`src/rtl/alu_operand_stage_if.sv`:
```
`default_nettype none
// ============================================================================
// Module      : alu_operand_stage_if
// Description : Issue-side and execute-side bundle for the ALU operand stage.
// Revision    : 1.0 - initial release
// ============================================================================
interface alu_operand_stage_if #(
    parameter int XLEN = 32,
    parameter int SHW  = 5,
    parameter int OPW  = 4
);
    logic            in_valid;
    logic            in_ready;
    logic [XLEN-1:0] in_rs1;
    logic [XLEN-1:0] in_rs2;
    logic [XLEN-1:0] in_imm;
    logic            in_use_imm;
    logic [OPW-1:0]  in_op;
    logic            out_valid;
    logic            out_ready;
    logic [XLEN-1:0] out_a;
    logic [XLEN-1:0] out_b;
    logic [SHW-1:0]  out_shamt;
    logic [OPW-1:0]  out_op;
    logic [1:0]      level;

    modport slave (
        input  in_valid, in_rs1, in_rs2, in_imm, in_use_imm, in_op, out_ready,
        output in_ready, out_valid, out_a, out_b, out_shamt, out_op, level
    );

    modport master (
        output in_valid, in_rs1, in_rs2, in_imm, in_use_imm, in_op, out_ready,
        input  in_ready, out_valid, out_a, out_b, out_shamt, out_op, level
    );
endinterface
`default_nettype wire

```
`src/rtl/alu_operand_stage.sv`:
```
`default_nettype none
// ============================================================================
// Module      : alu_operand_stage
// Description : Registered ALU operand stage with 2-entry skid buffer & flush.
// Revision    : 1.0 - initial release
// ============================================================================
module alu_operand_stage #(
    parameter int XLEN = 32,
    parameter int SHW  = 5,
    parameter int OPW  = 4
) (
    input  logic                 clk,
    input  logic                 rst,
    input  logic                 flush,
    alu_operand_stage_if.slave   bus
);
    typedef enum logic [1:0] {
        EMPTY = 2'd0,
        ONE   = 2'd1,
        FULL  = 2'd2
    } state_t;

    state_t          r_state;
    state_t          w_state_nxt;
    logic            r_in_ready;
    logic [XLEN-1:0] r_main_a;
    logic [XLEN-1:0] r_main_b;
    logic [OPW-1:0]  r_main_op;
    logic [XLEN-1:0] r_skid_a;
    logic [XLEN-1:0] r_skid_b;
    logic [OPW-1:0]  r_skid_op;

    logic            w_accept;
    logic            w_xfer;
    logic [XLEN-1:0] w_sel_b;
    logic            w_load_main;
    logic            w_load_skid;
    logic            w_skid_to_main;

    // Operand B is resolved at capture so the output register is the final value.
    assign w_sel_b  = bus.in_use_imm ? bus.in_imm : bus.in_rs2;
    assign w_accept = bus.in_valid & r_in_ready;
    assign w_xfer   = bus.out_valid & bus.out_ready;

    always_comb begin
        w_state_nxt    = r_state;
        w_load_main    = 1'b0;
        w_load_skid    = 1'b0;
        w_skid_to_main = 1'b0;
        if (flush) begin
            w_state_nxt = EMPTY;
        end else begin
            case (r_state)
                EMPTY: begin
                    if (w_accept) begin
                        w_state_nxt = ONE;
                        w_load_main = 1'b1;
                    end
                end
                ONE: begin
                    if (w_accept && w_xfer) begin
                        w_load_main = 1'b1;
                    end else if (w_accept) begin
                        w_state_nxt = FULL;
                        w_load_skid = 1'b1;
                    end else if (w_xfer) begin
                        w_state_nxt = EMPTY;
                    end
                end
                FULL: begin
                    if (w_xfer) begin
                        w_state_nxt    = ONE;
                        w_skid_to_main = 1'b1;
                    end
                end
                default: w_state_nxt = EMPTY;
            endcase
        end
    end

    always_ff @(posedge clk or posedge rst) begin
        if (rst) begin
            r_state    <= EMPTY;
            r_in_ready <= 1'b1;
        end else begin
            r_state    <= w_state_nxt;
            r_in_ready <= (w_state_nxt != FULL);
        end
    end

    always_ff @(posedge clk or posedge rst) begin
        if (rst) begin
            r_main_a  <= '0;
            r_main_b  <= '0;
            r_main_op <= '0;
            r_skid_a  <= '0;
            r_skid_b  <= '0;
            r_skid_op <= '0;
        end else begin
            if (w_load_main) begin
                r_main_a  <= bus.in_rs1;
                r_main_b  <= w_sel_b;
                r_main_op <= bus.in_op;
            end else if (w_skid_to_main) begin
                r_main_a  <= r_skid_a;
                r_main_b  <= r_skid_b;
                r_main_op <= r_skid_op;
            end
            if (w_load_skid) begin
                r_skid_a  <= bus.in_rs1;
                r_skid_b  <= w_sel_b;
                r_skid_op <= bus.in_op;
            end
        end
    end

    assign bus.in_ready  = r_in_ready;
    assign bus.out_valid = (r_state != EMPTY);
    assign bus.out_a     = r_main_a;
    assign bus.out_b     = r_main_b;
    assign bus.out_shamt = r_main_b[SHW-1:0];
    assign bus.out_op    = r_main_op;
    assign bus.level     = r_state;
endmodule
`default_nettype wire

```
`src/flat_wrapper.sv`:
```
// flat-port wrapper written by rule: the top's interface ports become plain ports
module alu_operand_stage_flat 
#(
    parameter int XLEN = 32,
    parameter int SHW  = 5,
    parameter int OPW  = 4
)
  (clk, rst, flush, bus_in_valid, bus_in_rs1, bus_in_rs2, bus_in_imm, bus_in_use_imm, bus_in_op, bus_out_ready, bus_in_ready, bus_out_valid, bus_out_a, bus_out_b, bus_out_shamt, bus_out_op, bus_level);
  alu_operand_stage_if #(.XLEN(XLEN), .SHW(SHW), .OPW(OPW)) bus_i ();
  input  logic clk;
  input  logic rst;
  input  logic flush;
  input wire logic [$bits(bus_i.in_valid)-1:0] bus_in_valid;
  input wire logic [$bits(bus_i.in_rs1)-1:0] bus_in_rs1;
  input wire logic [$bits(bus_i.in_rs2)-1:0] bus_in_rs2;
  input wire logic [$bits(bus_i.in_imm)-1:0] bus_in_imm;
  input wire logic [$bits(bus_i.in_use_imm)-1:0] bus_in_use_imm;
  input wire logic [$bits(bus_i.in_op)-1:0] bus_in_op;
  input wire logic [$bits(bus_i.out_ready)-1:0] bus_out_ready;
  output wire logic [$bits(bus_i.in_ready)-1:0] bus_in_ready;
  output wire logic [$bits(bus_i.out_valid)-1:0] bus_out_valid;
  output wire logic [$bits(bus_i.out_a)-1:0] bus_out_a;
  output wire logic [$bits(bus_i.out_b)-1:0] bus_out_b;
  output wire logic [$bits(bus_i.out_shamt)-1:0] bus_out_shamt;
  output wire logic [$bits(bus_i.out_op)-1:0] bus_out_op;
  output wire logic [$bits(bus_i.level)-1:0] bus_level;
  assign bus_i.in_valid = bus_in_valid;
  assign bus_i.in_rs1 = bus_in_rs1;
  assign bus_i.in_rs2 = bus_in_rs2;
  assign bus_i.in_imm = bus_in_imm;
  assign bus_i.in_use_imm = bus_in_use_imm;
  assign bus_i.in_op = bus_in_op;
  assign bus_i.out_ready = bus_out_ready;
  assign bus_in_ready = bus_i.in_ready;
  assign bus_out_valid = bus_i.out_valid;
  assign bus_out_a = bus_i.out_a;
  assign bus_out_b = bus_i.out_b;
  assign bus_out_shamt = bus_i.out_shamt;
  assign bus_out_op = bus_i.out_op;
  assign bus_level = bus_i.level;
  alu_operand_stage #(.XLEN(XLEN), .SHW(SHW), .OPW(OPW)) u_core (.clk(clk), .rst(rst), .flush(flush), .bus(bus_i));
endmodule
```
`config.mk`:
```
export PLATFORM = sky130hd
export DESIGN_NAME = alu_operand_stage_flat
export DESIGN_NICKNAME = d
export VERILOG_FILES = /design/src/rtl/alu_operand_stage_if.sv /design/src/rtl/alu_operand_stage.sv /design/src/flat_wrapper.sv
export SDC_FILE = /design/constraint.sdc
export NUM_CORES = 1
export LEC_CHECK = 0
export BUFFER_PORTS_ARGS = -buffer_cell sky130_fd_sc_hd__buf_4
export CAP_MARGIN = 40
export CORE_MARGIN = 2
export CORE_UTILIZATION = 40
export DETAILED_ROUTE_END_ITERATION = 16
export SKIP_LAST_GASP = 1
export SYNTH_ARGS = -nofsm -noshare
export SYNTH_HDL_FRONTEND = slang
export SYNTH_SLANG_ARGS = --single-unit
```
`constraint.sdc`:
```
create_clock -name clk -period 6.45 [get_ports clk]
set_input_delay 0.3225 -clock clk [delete_from_list [all_inputs] [get_ports clk]]
set_output_delay 0.3225 -clock clk [all_outputs]
set_load 0.005 [all_outputs]
```
### After elaboration in Yosys (flattened, before gate mapping)

Cells that the tools add are included.

* bits in registers: 139
* input port bits: 106

* equal/unequal tests: 3
* mux-type cells: 24
* bitwise gates (word level): 2
* reduce and logical (&&, ||, !) cells: 4

Operators by type and width (count)
* 32-bit 2-to-1 mux: 5
* 2-bit 2-to-1 mux: 6
* 1-bit 2-to-1 mux: 9
* 4-bit 2-to-1 mux: 2
* 2-bit one-hot mux with 3 select lines: 1
* 2-bit nonzero test: 2
* 1-bit AND: 2
* 2-bit by 1-bit == test with 1-bit output, second input constant: 1
* 2-bit == test, second input constant: 1
* 2-bit logical NOT: 1
* 2-bit inequality test, second input constant: 1
* 1-bit one-hot mux with 2 select lines: 1
* 1-bit logical AND: 1

### Longest topological paths before layout

* depth in word-level cells: 8
* depth in mapped cells: 6

### Worst setup path before layout

No wires, ideal clock.

* kind: register to register
* start: register u_core.r_state[0], in the netlist u_core.bus.level[0]
* end: register u_core.r_main_a[23], in the netlist u_core.bus.out_a[23]
* library setup time: 125 ps
* arrival time: 1494 ps
* slack: 4831 ps
* cell stages (with the launch flop): 6
* path buffers: 2
* clock period less this slack: 1619 ps
* cells stage by stage: dfrtp_1 > and4bb_1 > buf_6 > buf_12 > mux2_4 > mux2_4

* word-level cells in the longest chain between the ends: 7

RTL lines
* start, declared: RTL line alu_operand_stage.sv:23 `state_t r_state;`
* start signal, assigned: RTL line alu_operand_stage.sv:86 `r_state <= w_state_nxt;`
* 2-bit nonzero test: RTL line alu_operand_stage.sv:118 `assign bus.out_valid = (r_state != EMPTY);`
* 1-bit AND: RTL line alu_operand_stage.sv:43 `assign w_xfer = bus.out_valid & bus.out_ready;`
* 1-bit logical AND: RTL line alu_operand_stage.sv:61 `if (w_accept && w_xfer) begin`
* 1-bit 2-to-1 mux: RTL line alu_operand_stage.sv:61
* 1-bit one-hot mux with 2 select lines: RTL line alu_operand_stage.sv:53 `case (r_state)`
* 1-bit 2-to-1 mux: RTL line alu_operand_stage.sv:50 `if (flush) begin`
* 32-bit 2-to-1 mux / 2-bit nonzero test (equally long branches)
* end signal, assigned: RTL line alu_operand_stage.sv:101 `r_main_a <= bus.in_rs1;`
* end signal, assigned: RTL line alu_operand_stage.sv:105 `r_main_a <= r_skid_a;`
* end, declared: RTL line alu_operand_stage.sv:26 `logic [XLEN-1:0] r_main_a;`

Several ways; a longest one is shown, not always the timed one.
A chain may end at the register's enable or synchronous reset.

### Final worst setup path

* start: register u_core.r_state[0], in the netlist u_core.bus.level[0]
* end: register u_core.r_main_a[30], in the netlist u_core.bus.out_a[30]

The elaborated chain is that of the path after synthesis.

==> impl_metrics.py <==
metrics = {
    "final_layout": {
        "fin_cells": 864,
        "finalNetCount": 737,
        "area_growth_pct": 30.52,
        "drive_above_1_share_pct": 51.09,
        "final_common_cell": "buf_4",
        "mostFrequentLayoutCells": "buf_4 (185), dfrtp_1 (138), mux2i_1 (128)",
        "num_antenna_cells": 0,
    },
    "synthesis": {
        "syn_inst": 456,
        "synthDistinctLibCells": 20,
        "synth-seq-area-share_pct": 51.63,
        "syn-num-nets": 562,
        "synth_seq_cells": 139,
        "syn-mean-instance-area_sq_um": 14.78,
        "netlist_area_sq_um": 6739,
        "yosys_warnings": 0,
    },
    "clock_tree": {
        "max-clock-path-buffers": 2,
        "cts_hold_buf": 1,
        "cts_tree": "done",
        "clk_latency_ns": 0.41,
        "post_cts_resized": 0,
        "h-tree-depth": 4,
        "cts_sinks": 139,
        "root_buffer": "clkbuf_16",
        "cts_buffers": 17,
        "cts_post_setup_buffers_inserted": 0,
        "clk_pin_slew_worst_paths_ns": 0.05,
    },
    "timing": {
        "finClkSkew_ns": 0.009970,
        "fmax_mhz": 359.7,
        "tns_ns": 0,
        "finalSetupViolCount": 0,
        "tightest_slew_ns": 0.7496,
        "timing.hold.ws_ns": 0.1237,
        "slew_headroom_pct": 50.02,
        "fin_crit_ns": 2.780,
        "setup_slack_ns": 3.670,
        "hold_viol_final": 0,
        "period_share_pct": 43.10,
        "slew_violations": 0,
        "rsz0062_at_grt": "false",
    },
    "route": {
        "vias": 4132,
        "ant_nets": 0,
        "drt_iter0_drc": 157,
        "drt-total-wl_mm": 14.30,
        "routed_via_density": 4.782,
        "drc": 0,
        "wl_per_cell_microns": 16.55,
        "drtPass1Iterations": 4,
    },
    "floorplanning": {
        "die_x_microns": 133.8,
        "start_util_pct": 40.78,
        "core_sq_um": 16520,
        "die_h_microns": 133.8,
        "rows": 47,
        "die_area_sq_um": 17900,
        "io_pins": 183,
    },
    "power": {
        "power_density_nw_per_um2": 324.8,
        "ir_drop_mv": 0.1848,
        "leakage_uw": 0.004657,
        "p_total_uw": 2857,
    },
    "grt": {
        "grt_first_pass_wirelength_mm": 23.02,
        "grt_util_all_layers_pct": 16.44,
        "grt_pass1_vias": 4475,
        "antenna_found_initial": 0,
        "grt_start_max_net_pins": 64,
        "gr-total-overflow": 0,
    },
    "worst_setup_path": {
        "crit_path_end_kind": "register",
        "worstPathRequired_ns": 6.74,
        "path_max_fanout": 37,
        "path_class": "reg2reg",
        "critPathLaunchType": "register",
        "cp.arrival_ns": 3.07,
    },
    "placed_design": {
        "place.gp.congestion": 0.7374,
        "port_buffers": 182,
        "place_ws_ns": 3.654,
        "dp_hpwl_mm": 9.881,
        "dp.cells": 831,
    },
    "min_path": {
        "hold_class": "in2reg",
    },
    "job": {
        "max_cap_violations": 0,
    },
    "status": {
        "outcome": "complete, no violations",
    },
}
[cells by family after synthesis]
| family | count (synthesis) | share of synthesized area [%] |
|---|---|---|
| XOR/XNOR | 1 | 0.1300 |
| AO/OA/AOI/OAI | 4 | 0.4269 |
| flip-flops | 139 | 51.63 |
| multiplexers | 236 | 40.96 |
| AND/OR/NAND/NOR | 9 | 0.8725 |
| buffers and inverters | 67 | 5.979 |
[stage by stage]
step | utilization, % | cell area (sq um)
after global routing | 53.23 | 8796
after global placement | 49.35 | 8155
final | 53.23 | 8796
after CTS | 53.23 | 8796
after detailed placement | 49.64 | 8203
after floorplan | - | 6739
[routing by layer]
layer,track usage (%),part of all wire (%),vias up
met1,21.74,45,2054
met5,0,0,-
met4,6.619,1.7,0
li1,-,-,1933
met2,25.95,48,129
met3,4.195,5.5,16
[path summary, 6_finish.rpt]
kind                                        end  depth (start not counted)           startpoint  slack, ns
min                         u_core.bus.level[0]                          2                flush       0.12
max                        u_core.bus.out_a[30]                          4  u_core.bus.level[0]       3.67
max in group asynchronous   u_core.bus.in_ready                          5                  rst       4.83
min reg2reg                 u_core.r_skid_a[31]                          1  u_core.r_skid_a[31]       0.50
min in group asynchronous   u_core.bus.out_a[0]                          3                  rst       0.53
max reg2reg                u_core.bus.out_a[30]                          4  u_core.bus.level[0]       3.67
[power by group]
| group | internal [uW] | total, uW | switching (uW) |
|---|---|---|---|
| clock | 608 | 953 | 346 |
| combinational | 434 | 661 | 227 |
| sequential | 1110 | 1240 | 135 |
[registers in the layout, summed over array words and instances, names as in the netlist]
signal / count
u_core.bus.out_a: 32
u_core.bus.out_b: 32
u_core.r_skid_a: 32
u_core.r_skid_b: 32
u_core.bus.out_op: 4
u_core.r_skid_op: 4
u_core.bus.level: 2
u_core.bus.in_ready: 1
[cells in the mapped netlist]
cell type | n | area (sq um)
mux2i_1 | 128 | 1281
nand2b_1 | 2 | 12.51
a211oi_1 | 2 | 15.01
inv_1 | 35 | 131.4
buf_6 | 4 | 45.04
a211o_1 | 1 | 8.760
and4bb_2 | 1 | 12.51
dfstp_2 | 1 | 26.28
xnor2_1 | 1 | 8.760
a21oi_1 | 1 | 5.000
buf_4 | 11 | 82.58
or3_1 | 1 | 6.260
nand2_1 | 4 | 15.01
mux2_4 | 70 | 1051
mux2_2 | 38 | 427.9
and4bb_1 | 1 | 12.51
dfrtp_1 | 138 | 3453
buf_12 | 4 | 80.08
clkbuf_1 | 1 | 3.750
buf_2 | 12 | 60.06
[worst max-delay path: stages (launching register included)]
cell and delay (ns):
dfrtp_1 0.40, and4bb_4 0.85, buf_4 0.68, mux2_2 0.40
mux2_2 0.26
[final cells by class]
| type | count | area (sq um) |
|---|---|---|
| multi-input cells | 250 | 2875 |
| flip-flops and latches | 139 | 3480 |
| fillers | 1433 | 7729 |
| clock inverters | 7 | 87.58 |
| clock buffers | 25 | 495.5 |
| repair buffers | 188 | 1446 |
| inverters | 35 | 136.4 |
| well taps | 220 | 275.3 |
No activity file was read; power rests on OpenSTA's default activity.
